==> config.mk <==
export PLATFORM = sky130hd
export DESIGN_NAME = jpeg_mcu_block_scheduler_flat
export DESIGN_NICKNAME = d
export VERILOG_FILES = /design/src/rtl/jpeg_mcu_block_scheduler_pkg.sv /design/src/rtl/jpeg_mcu_block_scheduler_if.sv /design/src/rtl/jpeg_mcu_block_scheduler_drain.sv /design/src/rtl/jpeg_mcu_block_scheduler.sv /design/src/flat_wrapper.sv
export SDC_FILE = /design/constraint.sdc
export NUM_CORES = 1
export LEC_CHECK = 0
export ABC_AREA = 1
export CAP_MARGIN = 20
export CORE_MARGIN = 5
export CORE_UTILIZATION = 40
export DETAILED_ROUTE_END_ITERATION = 10
export HOLD_SLACK_MARGIN = 0.1
export PLACE_DENSITY = 0.64
export RECOVER_POWER = 100
export SYNTH_ARGS = -nofsm -noshare
export SYNTH_HDL_FRONTEND = slang
export SYNTH_SLANG_ARGS = --single-unit
==> constraint.sdc <==
create_clock -name clk -period 1.8 [get_ports clk]
set_input_delay 0.27 -clock clk [delete_from_list [all_inputs] [get_ports clk]]
set_output_delay 0.27 -clock clk [all_outputs]
set_load 0.02 [all_outputs]
==> src/rtl/jpeg_mcu_block_scheduler_pkg.sv <==
`default_nettype none
// ============================================================================
// Module  : jpeg_sched_pkg
// Brief   : Shared types and constants for the JPEG MCU block scheduler.
// Revision: 1.0  initial release
// ============================================================================
package jpeg_sched_pkg;

    localparam int BLK_COEFS    = 64;
    localparam int BLKS_PER_MCU = 6;

    // Component encodings carried on blk_comp
    localparam logic [1:0] COMP_Y  = 2'd0;
    localparam logic [1:0] COMP_CB = 2'd1;
    localparam logic [1:0] COMP_CR = 2'd2;

    typedef enum logic [2:0] {
        ST_IDLE  = 3'd0,
        ST_ISSUE = 3'd1,
        ST_DRAIN = 3'd2,
        ST_RMARK = 3'd3,
        ST_DONE  = 3'd4
    } sched_state_e;

    // 4:2:0 MCU layout: blocks 0..3 luma, 4 Cb, 5 Cr
    function automatic logic [1:0] comp_of_idx(input logic [2:0] idx);
        if (idx < 3'd4)
            return COMP_Y;
        else if (idx == 3'd4)
            return COMP_CB;
        else
            return COMP_CR;
    endfunction

endpackage
`default_nettype wire

==> src/rtl/jpeg_mcu_block_scheduler_if.sv <==
`default_nettype none
// ============================================================================
// Module  : jpeg_mcu_block_scheduler_if
// Brief   : Block request / coefficient return link between the scheduler
//           (master) and the DCT/quantise/entropy datapath (slave).
// Revision: 1.0  initial release
// ============================================================================
interface jpeg_mcu_block_scheduler_if;
    logic       blk_valid;
    logic       blk_ready;
    logic [1:0] blk_comp;
    logic [2:0] blk_idx;
    logic       coef_valid;

    modport master (
        output blk_valid, blk_comp, blk_idx,
        input  blk_ready, coef_valid
    );

    modport slave (
        input  blk_valid, blk_comp, blk_idx,
        output blk_ready, coef_valid
    );
endinterface
`default_nettype wire

==> src/rtl/jpeg_mcu_block_scheduler_drain.sv <==
`default_nettype none
// ============================================================================
// Module  : jpeg_coef_drain_counter
// Brief   : Counts returned coefficients of one block; tc_o flags the beat
//           that completes the block. The counter self-clears on that beat.
// Revision: 1.0  initial release
// ============================================================================
module jpeg_coef_drain_counter #(
    parameter int BLK_COEFS = 64
) (
    input  wire logic clk,
    input  wire logic rst_n,
    input  wire logic clr_i,
    input  wire logic inc_i,
    output logic      tc_o
);
    localparam int CW = $clog2(BLK_COEFS + 1);

    logic [CW-1:0] cnt_q;

    assign tc_o = inc_i && (cnt_q == CW'(BLK_COEFS - 1));

    // Coefficient count; clear has priority over increment
    always_ff @(posedge clk or negedge rst_n) begin
        if (!rst_n)
            cnt_q <= '0;
        else if (clr_i || tc_o)
            cnt_q <= '0;
        else if (inc_i)
            cnt_q <= cnt_q + 1'b1;
    end
endmodule
`default_nettype wire

==> src/rtl/jpeg_mcu_block_scheduler.sv <==
`default_nettype none
// ============================================================================
// Module  : jpeg_mcu_block_scheduler
// Brief   : Sequences Y0..Y3,Cb,Cr blocks of each 4:2:0 MCU into the shared
//           coefficient datapath, inserting restart markers and DC predictor
//           clears every restart interval.
// Revision: 1.0  initial release
// ============================================================================
module jpeg_mcu_block_scheduler #(
    parameter int BLK_COEFS    = 64,
    parameter int MCU_W        = 16,
    parameter int BLKS_PER_MCU = 6
) (
    input  wire logic             clk,
    input  wire logic             rst_n,
    input  wire logic             start_i,
    input  wire logic             abort_i,
    input  wire logic [MCU_W-1:0] num_mcu_i,
    input  wire logic [MCU_W-1:0] restart_interval_i,
    jpeg_mcu_block_scheduler_if.master dp,
    output logic                  dc_pred_clr_o,
    output logic                  rst_marker_o,
    output logic [2:0]            rst_num_o,
    output logic                  busy_o,
    output logic                  done_o,
    output logic                  err_o
);
    import jpeg_sched_pkg::*;

    localparam logic [2:0] LAST_IDX = 3'(BLKS_PER_MCU - 1);

    sched_state_e     state_q, state_d;
    logic [2:0]       blk_cnt_q, blk_cnt_d;
    logic [MCU_W-1:0] mcu_cnt_q, mcu_cnt_d;
    logic [MCU_W-1:0] int_cnt_q, int_cnt_d;
    logic [MCU_W-1:0] num_mcu_q, num_mcu_d;
    logic [MCU_W-1:0] rint_q, rint_d;
    logic [2:0]       rst_num_q, rst_num_d;
    logic             blk_valid_q, blk_valid_d;
    logic [1:0]       blk_comp_q, blk_comp_d;
    logic [2:0]       blk_idx_q, blk_idx_d;
    logic             dc_clr_q, dc_clr_d;
    logic             marker_q, marker_d;
    logic             busy_q, busy_d;
    logic             done_q, done_d;
    logic             err_q, err_d;

    logic             w_start_acc;
    logic             w_hs;
    logic             w_coef_inc;
    logic             w_tc;
    logic [MCU_W-1:0] w_mcu_inc;
    logic [MCU_W-1:0] w_int_inc;

    assign w_start_acc = start_i && !abort_i && (state_q == ST_IDLE);
    assign w_hs        = (state_q == ST_ISSUE) && blk_valid_q && dp.blk_ready;
    assign w_coef_inc  = (state_q == ST_DRAIN) && dp.coef_valid;
    assign w_mcu_inc   = mcu_cnt_q + MCU_W'(1);
    assign w_int_inc   = int_cnt_q + MCU_W'(1);

    jpeg_coef_drain_counter #(
        .BLK_COEFS (BLK_COEFS)
    ) u_drain (
        .clk   (clk),
        .rst_n (rst_n),
        .clr_i (abort_i || w_hs),
        .inc_i (w_coef_inc),
        .tc_o  (w_tc)
    );

    // State, counters and all registered outputs
    always_ff @(posedge clk or negedge rst_n) begin
        if (!rst_n) begin
            state_q     <= ST_IDLE;
            blk_cnt_q   <= '0;
            mcu_cnt_q   <= '0;
            int_cnt_q   <= '0;
            num_mcu_q   <= '0;
            rint_q      <= '0;
            rst_num_q   <= '0;
            blk_valid_q <= 1'b0;
            blk_comp_q  <= '0;
            blk_idx_q   <= '0;
            dc_clr_q    <= 1'b0;
            marker_q    <= 1'b0;
            busy_q      <= 1'b0;
            done_q      <= 1'b0;
            err_q       <= 1'b0;
        end else begin
            state_q     <= state_d;
            blk_cnt_q   <= blk_cnt_d;
            mcu_cnt_q   <= mcu_cnt_d;
            int_cnt_q   <= int_cnt_d;
            num_mcu_q   <= num_mcu_d;
            rint_q      <= rint_d;
            rst_num_q   <= rst_num_d;
            blk_valid_q <= blk_valid_d;
            blk_comp_q  <= blk_comp_d;
            blk_idx_q   <= blk_idx_d;
            dc_clr_q    <= dc_clr_d;
            marker_q    <= marker_d;
            busy_q      <= busy_d;
            done_q      <= done_d;
            err_q       <= err_d;
        end
    end

    // Next state and frame/interval/block counters
    always_comb begin
        state_d   = state_q;
        blk_cnt_d = blk_cnt_q;
        mcu_cnt_d = mcu_cnt_q;
        int_cnt_d = int_cnt_q;
        num_mcu_d = num_mcu_q;
        rint_d    = rint_q;
        rst_num_d = rst_num_q;
        if (abort_i) begin
            state_d   = ST_IDLE;
            blk_cnt_d = '0;
            mcu_cnt_d = '0;
            int_cnt_d = '0;
            rst_num_d = '0;
        end else begin
            case (state_q)
                ST_IDLE: begin
                    if (w_start_acc) begin
                        num_mcu_d = num_mcu_i;
                        rint_d    = restart_interval_i;
                        rst_num_d = '0;
                        blk_cnt_d = '0;
                        mcu_cnt_d = '0;
                        int_cnt_d = '0;
                        state_d   = (num_mcu_i == '0) ? ST_DONE : ST_ISSUE;
                    end
                end
                ST_ISSUE: begin
                    if (w_hs)
                        state_d = ST_DRAIN;
                end
                ST_DRAIN: begin
                    if (w_tc) begin
                        if (blk_cnt_q != LAST_IDX) begin
                            blk_cnt_d = blk_cnt_q + 3'd1;
                            state_d   = ST_ISSUE;
                        end else begin
                            blk_cnt_d = '0;
                            mcu_cnt_d = w_mcu_inc;
                            int_cnt_d = w_int_inc;
                            if (w_mcu_inc == num_mcu_q)
                                state_d = ST_DONE;
                            else if ((rint_q != '0) && (w_int_inc == rint_q))
                                state_d = ST_RMARK;
                            else
                                state_d = ST_ISSUE;
                        end
                    end
                end
                ST_RMARK: begin
                    rst_num_d = rst_num_q + 3'd1;
                    int_cnt_d = '0;
                    state_d   = ST_ISSUE;
                end
                ST_DONE: begin
                    state_d = ST_IDLE;
                end
                default: begin
                    state_d = ST_IDLE;
                end
            endcase
        end
    end

    // Registered output values derived from the upcoming state
    always_comb begin
        blk_valid_d = (state_d == ST_ISSUE);
        blk_idx_d   = blk_cnt_d;
        blk_comp_d  = comp_of_idx(blk_cnt_d);
        dc_clr_d    = w_start_acc || (state_d == ST_RMARK);
        marker_d    = (state_d == ST_RMARK);
        done_d      = (state_q == ST_DONE) && !abort_i;
        busy_d      = busy_q;
        if (abort_i || (state_q == ST_DONE))
            busy_d = 1'b0;
        else if (w_start_acc)
            busy_d = 1'b1;
        err_d = err_q;
        if (dp.coef_valid && (state_q != ST_DRAIN))
            err_d = 1'b1;
        if (w_start_acc)
            err_d = 1'b0;
    end

    assign dp.blk_valid  = blk_valid_q;
    assign dp.blk_comp   = blk_comp_q;
    assign dp.blk_idx    = blk_idx_q;
    assign dc_pred_clr_o = dc_clr_q;
    assign rst_marker_o  = marker_q;
    assign rst_num_o     = rst_num_q;
    assign busy_o        = busy_q;
    assign done_o        = done_q;
    assign err_o         = err_q;
endmodule
`default_nettype wire

==> src/flat_wrapper.sv <==
// flat-port wrapper written by rule: the top's interface ports become plain ports
module jpeg_mcu_block_scheduler_flat import jpeg_sched_pkg::*;
#(
    parameter int BLK_COEFS    = 64,
    parameter int MCU_W        = 16,
    parameter int BLKS_PER_MCU = 6
)
  (clk, rst_n, start_i, abort_i, num_mcu_i, restart_interval_i, dc_pred_clr_o, rst_marker_o, rst_num_o, busy_o, done_o, err_o, dp_blk_valid, dp_blk_comp, dp_blk_idx, dp_blk_ready, dp_coef_valid);
  jpeg_mcu_block_scheduler_if dp_i ();
  input  wire logic clk;
  input  wire logic rst_n;
  input  wire logic start_i;
  input  wire logic abort_i;
  input  wire logic [MCU_W-1:0] num_mcu_i;
  input  wire logic [MCU_W-1:0] restart_interval_i;
  output logic dc_pred_clr_o;
  output logic rst_marker_o;
  output logic [2:0] rst_num_o;
  output logic busy_o;
  output logic done_o;
  output logic err_o;
  output wire logic [$bits(dp_i.blk_valid)-1:0] dp_blk_valid;
  output wire logic [$bits(dp_i.blk_comp)-1:0] dp_blk_comp;
  output wire logic [$bits(dp_i.blk_idx)-1:0] dp_blk_idx;
  input wire logic [$bits(dp_i.blk_ready)-1:0] dp_blk_ready;
  input wire logic [$bits(dp_i.coef_valid)-1:0] dp_coef_valid;
  assign dp_blk_valid = dp_i.blk_valid;
  assign dp_blk_comp = dp_i.blk_comp;
  assign dp_blk_idx = dp_i.blk_idx;
  assign dp_i.blk_ready = dp_blk_ready;
  assign dp_i.coef_valid = dp_coef_valid;
  jpeg_mcu_block_scheduler #(.BLK_COEFS(BLK_COEFS), .MCU_W(MCU_W), .BLKS_PER_MCU(BLKS_PER_MCU)) u_core (.clk(clk), .rst_n(rst_n), .start_i(start_i), .abort_i(abort_i), .num_mcu_i(num_mcu_i), .restart_interval_i(restart_interval_i), .dp(dp_i), .dc_pred_clr_o(dc_pred_clr_o), .rst_marker_o(rst_marker_o), .rst_num_o(rst_num_o), .busy_o(busy_o), .done_o(done_o), .err_o(err_o));
endmodule
======== After elaboration in Yosys (flattened, before gate mapping) ========
Cells that the tools add are included.
word-level totals
  ROM bits ................................ 0
  register bits after elaboration ......... 88
  bits in latches ......................... 0
  input port bits ......................... 38
  RAM bits ................................ 0
  memories kept ........................... 0
operators by class
  add/sub/neg operators ................... 5
  div/mod/pow operators ................... 0
  mux-type cells .......................... 34
  reductions and logical operators ........ 27
  bitwise operators ....................... 1
  magnitude comparators ................... 1
  shift operators ......................... 0
  eq/ne operators ......................... 15
  $mul .................................... 0
operator list
  kind                     number
  $mux W16                 7
  $pmux W16 S3             1
  $mux W3                  13
  $add A16 B1 Y16 const B  2
  $eq A16 B16 Y1           2
  $pmux W16 S2             1
  $logic_not A16 Y1        1
  $reduce_bool A16 Y1      1
  $mux W7                  2
  $pmux W3 S2              2
  $pmux W3 S4              1
  $eq A3 B2 Y1 const B     3
  $logic_and A1 B1 Y1      9
  $ne A3 B3 Y1 const B     3
  $reduce_and A4 Y1        2
  $add A7 B1 Y7 const B    1
  $eq A7 B6 Y1 const B     1
  $add A3 B1 Y3 const B    2
  $eq A3 B1 Y1 const B     2
  $eq A3 B3 Y1 const B     2
  $mux W2                  3
  $ne A3 B2 Y1 const B     2
  $reduce_bool A2 Y1       3
  $reduce_bool A3 Y1       2
  other kinds (9)          15

======== Logic depth before layout (Yosys ltp) ========
Gate-level depths: netlist of the first run.
  depth in word-level cells ............... 11
  depth in mapped cells ................... 19
  depth with buffers taken out ............ 19

======== Modules after synthesis ========
Synthesis of the first run repeated with hierarchy kept, for this count alone.
second synthesis, totals
  cell total of the unflattened synthesis .. 750
  area total of the unflattened synthesis .. 5300.1 um2
modules (own cells, without submodules)
  module                    cells an instance  area an instance (um2)  sequential area each (um2)  instances
  jpeg_mcu_block_scheduler  689                4865.9                  2026.9                      1
  jpeg_coef_drain_counter   61                 434.2                   175.2                       1

======== Least setup slack after synthesis of the first run ========
Ideal clock, no wire load.
  kind .................................... register to register
  start ................................... register u_core.mcu_cnt_q[0]
  end ..................................... register u_core.dc_clr_q, in the netlist u_core.dc_pred_clr_o
  period minus slack after synthesis ...... 1951 ps
  path buffers ............................ 0
  library setup time ...................... 130 ps
  slack ................................... -151 ps
  cell stages (with the launch flop) ...... 19
  arrival time ............................ 1821 ps
  cell sequence ........................... dfrtp_1 > ha_1 > nand3_1 > nor2_1 > nand2_1 > nand2_1 > nand2_1 > nand2_1 > nand2_1 > nor2_1 > nand2_1 > nor2_1 > nand2_1 > nand2_1 > nand2_1 > nand2_1 > nand2_1 > nand2_1 > nand2_1
between the ends
  word-level cells in the longest chain between the ends .. 9
RTL lines
  what                    line                             text
  start, declared         jpeg_mcu_block_scheduler.sv:34   logic [MCU_W-1:0] mcu_cnt_q, mcu_cnt_d;
  start signal, assigned  jpeg_mcu_block_scheduler.sv:92   mcu_cnt_q <= mcu_cnt_d;
  $add A16 B1 Y16         jpeg_mcu_block_scheduler.sv:58   assign w_mcu_inc = mcu_cnt_q + MCU_W'(1);
  $eq A16 B16 Y1          jpeg_mcu_block_scheduler.sv:149  if (w_mcu_inc == num_mcu_q)
  $mux W3                 jpeg_mcu_block_scheduler.sv:149
  $mux W3                 jpeg_mcu_block_scheduler.sv:142  if (blk_cnt_q != LAST_IDX) begin
  $mux W3                 jpeg_mcu_block_scheduler.sv:141  if (w_tc) begin
  $pmux W3 S4             jpeg_mcu_block_scheduler.sv:124  case (state_q)
  $mux W3                 jpeg_mcu_block_scheduler.sv:117  if (abort_i) begin
  $eq A3 B2 Y1            jpeg_mcu_block_scheduler.sv:178  dc_clr_d = w_start_acc || (state_d == ST_RMARK);
  $logic_or A1 B1 Y1      jpeg_mcu_block_scheduler.sv:178
  net u_core.dc_clr_d     jpeg_mcu_block_scheduler.sv:42   logic dc_clr_q, dc_clr_d;
  end signal, assigned    jpeg_mcu_block_scheduler.sv:100  dc_clr_q <= dc_clr_d;
  end, declared           jpeg_mcu_block_scheduler.sv:42
The timed path passes the listed nets, and every way through them passes these cells.
A chain may end at the register's enable or synchronous reset.

======== Worst setup path after layout of the first run ========
  start ................................... register u_core.state_q[0]
  end ..................................... register u_core.dc_clr_q, in the netlist u_core.dc_pred_clr_o
between the ends
  word-level cells in the longest chain between the ends .. 8
  elaborated cells between the ends (all ways) .. 16
  classes of those cells .................. 4 x eq/ne; 5 x mux; 7 x reduce/logical
RTL lines
  what                                          line                                                                                             text
  start, declared                               jpeg_mcu_block_scheduler.sv:32                                                                   sched_state_e state_q, state_d;
  start signal, assigned                        jpeg_mcu_block_scheduler.sv:90                                                                   state_q <= state_d;
  $eq A3 B2 Y1 or $eq A3 B1 Y1 (tied branches)  jpeg_mcu_block_scheduler.sv:57, jpeg_mcu_block_scheduler.sv:124, jpeg_mcu_block_scheduler.sv:56
  $logic_and A1 B1 Y1 (on tied branches)        jpeg_mcu_block_scheduler.sv:57, jpeg_mcu_block_scheduler.sv:56
  $logic_and A1 B1 Y1 (on tied branches)        jpeg_mcu_block_scheduler_drain.sv:21, jpeg_mcu_block_scheduler.sv:56
  $mux W3 (on tied branches)                    jpeg_mcu_block_scheduler.sv:141, jpeg_mcu_block_scheduler.sv:137
  $pmux W3 S4 *                                 jpeg_mcu_block_scheduler.sv:124
  $mux W3 *                                     jpeg_mcu_block_scheduler.sv:117
  net u_core.state_d[0]                         jpeg_mcu_block_scheduler.sv:32
  $eq A3 B2 Y1 *                                jpeg_mcu_block_scheduler.sv:178
  $logic_or A1 B1 Y1 *                          jpeg_mcu_block_scheduler.sv:178
  net u_core.dc_clr_d                           jpeg_mcu_block_scheduler.sv:42
The timed path passes the listed nets; every way through them passes the cells marked *.

==> results of run 1 <==
==> worst max-delay path, cell delays in order (launching register included) <==
cell      delay (ns)
dfrtp_1         0.40
clkbuf_2        0.15
nor2_1          0.11
inv_1           0.08
nor3_2          0.32
clkinv_1        0.17
nor2_1          0.14
nand4_1         0.15
a32oi_1         0.36
a21oi_2         0.11
nand2_1         0.07
nand2_1         0.04
==> stage by stage <==
step	area (um^2)	power (mW)	cells	utilization, %	setup slack (ns)
floorplan	5530	2.72	765	-	-0.116
global placement	7240	3.11	1123	52.8	-0.295
detailed placement	7240	3.11	1123	52.8	-0.327
CTS	7910	5.36	1152	57.7	-0.237
global route	8100	5.56	1162	59.0	-0.543
finish	8100	5.32	1162	59.0	-0.420
==> path summary, 6_finish.rpt <==
check	start	endpoint	cells after the start	slack, ns
min in group asynchronous	rst_n	u_core.num_mcu_q[7]$_DFFE_PN0P_	2	0.60
worst min-delay path	restart_interval_i[12]	u_core.rint_q[12]$_DFFE_PN0P_	3	0.45
worst min register to register	u_core.num_mcu_q[5]$_DFFE_PN0P_	u_core.num_mcu_q[5]$_DFFE_PN0P_	2	0.50
max in group asynchronous	rst_n	u_core.u_drain.cnt_q[4]$_DFFE_PN0P_	3	0.24
worst max register to register	u_core.state_q[0]$_DFF_PN0_	u_core.dc_pred_clr_o$_DFF_PN0_	11	-0.42
worst max-delay path	u_core.state_q[0]$_DFF_PN0_	u_core.dc_pred_clr_o$_DFF_PN0_	11	-0.42
==> placed cells by master, fill, tap and decap left out, types with 14 or more instances in the layout <==
master           instances
nand4_1                 14
nor2_1                  68
nor2_2                  18
o22ai_2                 27
dfrtp_1                 84
nand2_2                 27
nand3_1                 51
clkdlybuf4s50_1         39
buf_4                  134
o21ai_0                 26
nand2_1                253
inv_1                   86
==> synth_stat cells (2+ instances only) <==
cell | instances | share of area [%]
a21oi_1 | 8 | 0.73
buf_12 | 2 | 0.73
buf_6 | 3 | 0.61
clkbuf_1 | 6 | 0.41
clkinv_4 | 2 | 0.32
dfrtp_1 | 88 | 40
ha_1 | 4 | 0.91
inv_1 | 89 | 6.1
inv_2 | 4 | 0.27
nand2_1 | 283 | 19
nand2_2 | 3 | 0.34
nand2_4 | 3 | 0.61
nand3_1 | 59 | 5.4
nand3b_1 | 12 | 1.6
nand4_1 | 14 | 1.6
nor2_1 | 86 | 5.9
nor2_2 | 8 | 0.91
nor2_4 | 2 | 0.41
nor3_1 | 2 | 0.18
nor3_4 | 2 | 0.59
nor4_1 | 4 | 0.45
o21ai_0 | 34 | 3.1
o21ai_2 | 6 | 0.95
o22ai_2 | 27 | 6.1
xnor2_1 | 2 | 0.32
==> cells by family after synthesis <==
family,after synthesis,share of synthesized area (%)
compound gates,83,12.3
xor+xnor,4,0.884
fa+ha+maj,4,0.907
simple gates,479,37.6
buf+inv,107,8.48
flops,88,39.9
==> flip-flops by register name, indices dropped and copies added (netlist names), 2 cells and up <==
register	count
u_core.int_cnt_q	16
u_core.mcu_cnt_q	16
u_core.num_mcu_q	16
u_core.rint_q	16
u_core.u_drain.cnt_q	7
u_core.blk_cnt_q	3
u_core.rst_num_o	3
u_core.state_q	3
u_core.dp.blk_comp	2
==> final cells by class <==
class | count | area [um^2] | area share (%)
Timing Repair inverter | 2 | 17.5 | 0.216
Sequential cell | 88 | 2210 | 27.3
Clock buffer | 9 | 225 | 2.78
Clock inverter | 6 | 116 | 1.44
Tap cell | 180 | 225 | 2.78
Timing Repair Buffer | 211 | 1770 | 21.8
Multi-Input combinational cell | 570 | 3160 | 39.0
Inverter | 96 | 378 | 4.67
==> where the power goes <==
group / switching (mW) / total, mW / internal [mW]
Combinational: 0.507 / 0.893 / 0.386
Clock: 0.840 / 2.20 / 1.36
Sequential: 0.114 / 2.23 / 2.11
Total: 1.46 / 5.32 / 3.86
==> repair_timing <==
item | CTS | global route
cloned | 2 | 0
endpoints found under the setup margin | 46 | 61
gates resized for setup | 70 | 41
buffers inserted | 11 | 10
pin swaps | 23 | 27
hold buffers | 1 | 0
hold endpoints to repair | 31 | 0
==> layer usage <==
metal  wire length [um]  track usage (%)  vias up
li1                   -                -     2892
met1               6910             25.2     2572
met2               7930             34.6      103
met3                703             5.14       24
met4                324             5.93        0
met5                  0                0        -
==> impl_metrics.ini, run 1 <==
[sta]
max_freq_mhz = 450
setup_tns_ns = -6.37
post-route-min-period_ns = 2.22
report.final.slew_viol_count = 0
fin_crit_sh_pct = 123
finalHoldViolations = 0
tightest_slew_ns = 0.928
clock-skew-final_ns = 0.00747
max-slew-margin-rel_pct = 38.1
setup_ws_ns = -0.420
timing.hold.ws_ns = 0.447
setup_viol = 45
rsz0062_at_grt = true

[global_routing]
grt_pass1_wl_mm = 26.1
grt_use_total_pct = 20.2
gr-total-overflow = 0
grt_pass1_vias = 5533
grt_max_degree = 36
antenna_found_initial = 0

[final_layout]
area_delta_synth_final_pct = 46.7
fin_nets = 1020
n_fill_cell = 1257
drive_gt1_share_pct = 31.3
num_antenna_cells = 0

[run]
drv_cap = 0

[placement]
dpl.hpwl_mm = 11.7
numPortBuffers = 51
gp_congestion = 0.889

[die]
start_util_pct = 40.2
core_um2 = 13700
fp-row-count = 43
die_w_um = 127
die_y_um = 127
ioPinCount = 52
dieArea_um2 = 16200

[logic_synthesis]
synthFlopType = dfrtp_1
synth-edff-count = 0
synthArstFlopShare_pct = 100
ys_warn_count = 0
synth.avg_cell_area_um2 = 7.21
synth_area_um2 = 5520
yosys_register_bits = 88
syn_nets = 807
synth.distinct_cells = 37
synthCells = 765
ys_seq_area_share_pct = 39.9

[pwr]
leakage_nw = 3.86
ir_drop_mv = 0.734
powerDensity_nw_per_um2 = 657

[clock_tree]
clock_latency_ns = 0.36
cts_tree = done
clkTransAtPathRegs_ns = 0.06
cts.sinks = 88
clock_path_buffers = 2
root_buffer = clkbuf_16
htreeDepth = 3
cts_buffers = 9

[drt]
wirelength_mm = 15.9
vias = 5591
first_pass_iters = 5
drt-wirelength-per-cell_um = 13.7
drt_iter0_drc = 358
drc_errors = 0
avgViaCountPerCell = 4.81
final_antenna_net_count = 0

[critical_path]
required_ns = 2.04
critPathKind = flip-flop to flip-flop
path_max_fanout = 4
arrival_ns = 2.46
cp-start-kind = flip-flop
end_kind = flip-flop

[outcome]
violations = setup timing
status = finished with violations

[min_path]
hp-class = primary input to flip-flop
Note: power is estimated with default switching activity, not from simulation.
==> run 2, diff against run 1 <==
- GPL_ROUTABILITY_DRIVEN: default -> 1
==> results of run 2 <==
Same layout as run 1: the final DEF is identical, and so are final timing and power.
